`config.mk`:
```
export PLATFORM = sky130hd
export DESIGN_NAME = ppu_arbiter
export DESIGN_NICKNAME = d
export VERILOG_FILES = /design/src/rtl/ppu_arbiter.sv
export SDC_FILE = /design/constraint.sdc
export NUM_CORES = 1
export LEC_CHECK = 0
export CAP_MARGIN = 20
export CORE_MARGIN = 3
export CORE_UTILIZATION = 44
export DETAILED_ROUTE_END_ITERATION = 8
export GPL_ROUTABILITY_DRIVEN = 0
export PLACE_DENSITY_LB_ADDON = 0.3
export SYNTH_ARGS = -nofsm -noshare
export SYNTH_HDL_FRONTEND = slang
export SYNTH_SLANG_ARGS = --single-unit
```
`constraint.sdc`:
```
create_clock -name clk -period 9 [get_ports clk]
set_input_delay 1.8 -clock clk [delete_from_list [all_inputs] [get_ports clk]]
set_output_delay 1.8 -clock clk [all_outputs]
set_load 0.005 [all_outputs]
```
`src/rtl/ppu_arbiter.sv`:
```
// Two-client round-robin front end for a shared, in-order pipelined PPU.
// Keeps a tag FIFO of issued operations so each result goes back to the client that issued it.
module ppu_arbiter #(
    parameter int WORD    = 32,
    parameter int OP_SIZE = 3,
    parameter int DEPTH   = 8
) (
    input  logic                       clk,
    input  logic                       rst,
    input  logic                       req0_valid,
    output logic                       req0_ready,
    input  logic [WORD-1:0]            req0_in1,
    input  logic [WORD-1:0]            req0_in2,
    input  logic [OP_SIZE-1:0]         req0_op,
    input  logic                       req1_valid,
    output logic                       req1_ready,
    input  logic [WORD-1:0]            req1_in1,
    input  logic [WORD-1:0]            req1_in2,
    input  logic [OP_SIZE-1:0]         req1_op,
    output logic                       resp0_valid,
    output logic [WORD-1:0]            resp0_out,
    output logic                       resp1_valid,
    output logic [WORD-1:0]            resp1_out,
    output logic                       ppu_valid_in,
    output logic [WORD-1:0]            ppu_in1,
    output logic [WORD-1:0]            ppu_in2,
    output logic [OP_SIZE-1:0]         ppu_op,
    input  logic [WORD-1:0]            ppu_out,
    input  logic                       ppu_valid_o,
    output logic [$clog2(DEPTH):0]     inflight,
    output logic                       err_orphan
);
    localparam int PW = $clog2(DEPTH);
    localparam int CW = PW + 1;

    logic [CW-1:0]      inflight_reg, inflight_next;
    logic               last_grant_reg;
    logic [PW-1:0]      wr_ptr_reg, rd_ptr_reg;
    logic               tag_mem [DEPTH];
    logic               err_orphan_reg;
    logic               ppu_valid_in_reg;
    logic [WORD-1:0]    ppu_in1_reg, ppu_in2_reg;
    logic [OP_SIZE-1:0] ppu_op_reg;
    logic               resp_valid_reg [2];
    logic [WORD-1:0]    resp_out_reg [2];

    logic not_full, push, push_tag, pop, head_tag;

    // Ready is held low in reset; full uses the registered count, so a same-cycle pop cannot re-enable it.
    assign not_full   = inflight_reg < CW'(DEPTH);
    assign req0_ready = !rst && req0_valid && not_full && (!req1_valid || last_grant_reg);
    assign req1_ready = !rst && req1_valid && not_full && (!req0_valid || !last_grant_reg);
    assign push       = req0_ready || req1_ready;
    assign push_tag   = req1_ready;
    assign pop        = ppu_valid_o && (inflight_reg != '0);
    assign head_tag   = tag_mem[rd_ptr_reg];

    always_comb begin
        inflight_next = inflight_reg;
        if (push && !pop)
            inflight_next = inflight_reg + CW'(1);
        else if (!push && pop)
            inflight_next = inflight_reg - CW'(1);
    end

    always_ff @(posedge clk) begin
        if (rst) begin
            inflight_reg     <= '0;
            last_grant_reg   <= 1'b1;
            wr_ptr_reg       <= '0;
            rd_ptr_reg       <= '0;
            err_orphan_reg   <= 1'b0;
            ppu_valid_in_reg <= 1'b0;
            ppu_in1_reg      <= '0;
            ppu_in2_reg      <= '0;
            ppu_op_reg       <= '0;
        end else begin
            inflight_reg     <= inflight_next;
            ppu_valid_in_reg <= push;
            if (push) begin
                last_grant_reg <= push_tag;
                wr_ptr_reg     <= wr_ptr_reg + PW'(1);
                ppu_in1_reg    <= push_tag ? req1_in1 : req0_in1;
                ppu_in2_reg    <= push_tag ? req1_in2 : req0_in2;
                ppu_op_reg     <= push_tag ? req1_op  : req0_op;
            end
            if (pop)
                rd_ptr_reg <= rd_ptr_reg + PW'(1);
            if (ppu_valid_o && inflight_reg == '0)
                err_orphan_reg <= 1'b1;
        end
    end

    // Tag storage carries no reset; stale entries are unreachable once the pointers clear.
    always_ff @(posedge clk) begin
        if (push)
            tag_mem[wr_ptr_reg] <= push_tag;
    end

    for (genvar gi = 0; gi < 2; gi++) begin : g_resp
        always_ff @(posedge clk) begin
            if (rst) begin
                resp_valid_reg[gi] <= 1'b0;
                resp_out_reg[gi]   <= '0;
            end else begin
                resp_valid_reg[gi] <= pop && (head_tag == 1'(gi));
                if (pop && (head_tag == 1'(gi)))
                    resp_out_reg[gi] <= ppu_out;
            end
        end
    end

    assign resp0_valid  = resp_valid_reg[0];
    assign resp0_out    = resp_out_reg[0];
    assign resp1_valid  = resp_valid_reg[1];
    assign resp1_out    = resp_out_reg[1];
    assign ppu_valid_in = ppu_valid_in_reg;
    assign ppu_in1      = ppu_in1_reg;
    assign ppu_in2      = ppu_in2_reg;
    assign ppu_op       = ppu_op_reg;
    assign inflight     = inflight_reg;
    assign err_orphan   = err_orphan_reg;
endmodule
```
==> out/metrics.csv <==
metric,value,unit
syn_area_per_cell,11.97,um^2
Vias,5308,
Critical Path Start Type,input port,
"Arr. time, crit path",3.54,ns
r2r startpoint,inflight[3],
synth unique cells,39,
"Seq/Total Area, Yosys",0.5946,
Post-Syn Nets,720,
Iter 0 DRT Violations,306,
Worst Skew,0.01031,ns
Leak,4.352,nW
worst slew pin tran,1.132,ns
placed cells,996,
Site Rows,43,
I/O Pins,312,
FF+latch area,0.003864,mm^2
"critical path, cell by cell",buf_2 -> buf_4 -> nor2_2 -> nand3_4 -> inv_1 -> clkdlybuf4s50_1,
wire length on met1,7046,um
"most common cell after layout, fill and taps aside",clkdlybuf4s50_1,
RSZ-0062 raised after global routing,no,
P&R area growth vs syn,58.71,%
hpwl dp,13860,um
Worst Setup Path Type,input port to output pin,
Die ar.,0.01626,mm^2
critical path capture point type,output pin,
met2 wire length,9606,um
number of flip-flops in the largest register,64,
Peak VDD IR,0.1299,mV
Worst Hold Class,flop to flop,
starting density of the core,0.4592,
final cell count without fillers,1030,
f_max,187.4,MHz
share of cells above drive strength 1,0.06243,
Highest Signal Layer,met4,
most frequent cells in the layout,"clkdlybuf4s50_1, nor2_1, dfxtp_1",
Post-CTS Setup Bufs,0,
Cell Pwr Density,237.1,mW/mm^2
Total Routing Usage GR,0.2256,
"Setup violations, final",0,
yosys warns,0,
DRC viols,0,
initial antenna violation count,1,
Min-Delay Startpoint,ppu_in1[12],
"slowest stage cell, crit path",buf_4,
Routed met3 length,1937,um
IO Port Bufs,311,
vias in the first global route,5196,
setup_tns,0,ns
fin crit period,5.337,ns
Final Max Slew Viols,0,
Routed Antenna Nets,0,
grt total ovfl,0,
max-cap violations,0,
Final Hold Vio Count,0,
CTS tree,yes,
Vert. Die Dim,127.5,um
Fill cells,973,
Longest Clk Path Bufs,2,
H-Tree Depth,4,
CP required,7.20,ns
status,"complete, no violations",
Die Wd,127.5,um
Tcrit/Tclk final,0.5930,
Vias/cell,5.153,
WL per Instance,18.45,um
clock sinks,157,
worst setup path startpoint,rst,
CTS root buffer,clkbuf_16,
clk slew on worst S/H paths,0.06,ns
Final Routed Wirelength,19000,um
Crit Path Max Fanout,85,
Final nets,1013,
CTS buffer count,17,
Core ar.,0.01415,mm^2
multi-input logic area,0.002402,mm^2
post-CTS sizing,0,
Syn Std Cell Area,0.006497,mm^2
Mapped Cells,543,
pin count of the biggest net entering global routing,124,
Hold Buf Count CTS,0,
max incr delay on CP,0.69,ns
first-pass GRT wire length,28000,um
Max-slew headroom,0.2453,
"FF+latch count, synth",157,
clk_lat worst skew,0.42,ns
DRT Pass-1 Iters,4,
path summary, 6_finish.rpt:
kind	slack [ns]	end	cells past startpoint
setup / recovery	3.66	req1_ready	6
hold / removal	0.47	ppu_in1[12]	1
setup reg to reg	6.09	inflight[3]	8
hold reg to reg	0.47	ppu_in1[12]	1
stage by stage:
stage / hold WS [ns] / worst slack, ns / area (um^2) / util / total power, mW
floorplan: 0.4558 / 4.617 / 6497 / - / 1.304
global placement: 0.4523 / 3.729 / 9661 / 0.6827 / 1.689
detailed placement: 0.4535 / 3.665 / 9661 / 0.6827 / 1.711
CTS: 0.4710 / 3.673 / 10280 / 0.7267 / 2.462
global route: 0.5067 / 3.523 / 10310 / 0.7288 / 2.562
finish: 0.4722 / 3.663 / 10310 / 0.7288 / 2.445
area by class of cell:
cell class / instances / area share
antenna: 1 / 0.0002427
clock buffer: 17 / 0.04125
clock inverter: 15 / 0.01905
inverter: 6 / 0.002305
multi-input combinational: 337 / 0.2330
sequential: 157 / 0.3747
tap: 180 / 0.02184
timing repair buffer: 317 / 0.3077
cell families (layout without fill, tap and decap cells):
| group | after synthesis | count (layout) | synth area share |
|---|---|---|---|
| flip-flops | 157 | 157 | 0.5946 |
| XOR/XNOR | 6 | 6 | 0.008089 |
| AND/OR/NAND/NOR | 172 | 172 | 0.1315 |
| other | 0 | 1 | 0 |
| AO/OA/AOI/OAI | 79 | 79 | 0.09320 |
| buffers and inverters | 49 | 355 | 0.03793 |
| adder cells (fa/ha/maj) | 6 | 6 | 0.01271 |
| multiplexers | 74 | 74 | 0.1219 |
synthesized netlist by cell type:
cell type	number	share of area
a211oi_1	66	0.076
a21oi_1	5	0.0039
a221o_1	1	0.0015
a31oi_1	1	0.00096
and3_1	60	0.058
and3_2	4	0.0046
buf_2	14	0.011
buf_4	1	0.0012
buf_6	5	0.0087
clkbuf_1	20	0.012
clkbuf_2	3	0.0023
dfxtp_1	85	0.26
edfxtp_1	72	0.33
fa_1	1	0.0031
ha_1	5	0.0096
inv_1	5	0.0029
inv_2	1	0.00058
mux2_2	1	0.0017
mux2_4	1	0.0023
mux2i_1	69	0.11
mux2i_4	1	0.0035
mux4_1	2	0.0081
nand2_1	6	0.0035
nand2b_1	3	0.0029
nand3_1	1	0.00077
nand3_2	1	0.0015
nand3b_1	1	0.0012
nor2_1	85	0.049
nor2_2	1	0.00096
nor2_4	1	0.0017
nor2b_1	1	0.00096
nor3_1	6	0.0046
nor4_1	2	0.0019
o21ai_2	1	0.0013
o21bai_1	2	0.0023
o2bb2ai_1	2	0.0027
o41ai_4	1	0.0042
xnor2_1	3	0.0040
xor2_1	3	0.0040
power by group:
| part | total, mW | internal (mW) | switching, mW |
|---|---|---|---|
| Clock | 0.745 | 0.462 | 0.282 |
| Sequential | 0.983 | 0.907 | 0.0761 |
| Combinational | 0.717 | 0.403 | 0.314 |
worst max-delay path, delay by kind of cell:
family	cells	cell delay (ns)
simple gates	2	0.32
buf+inv	4	1.38
per-layer routing:
| layer | vias to the layer above | track usage |
|---|---|---|
| li1 | 2595 | - |
| met4 | 0 | 0.09022 |
| met1 | 2436 | 0.2573 |
| met3 | 25 | 0.08737 |
| met2 | 252 | 0.3809 |
| met5 | - | 0 |
Power figures use the tool's default switching activity.
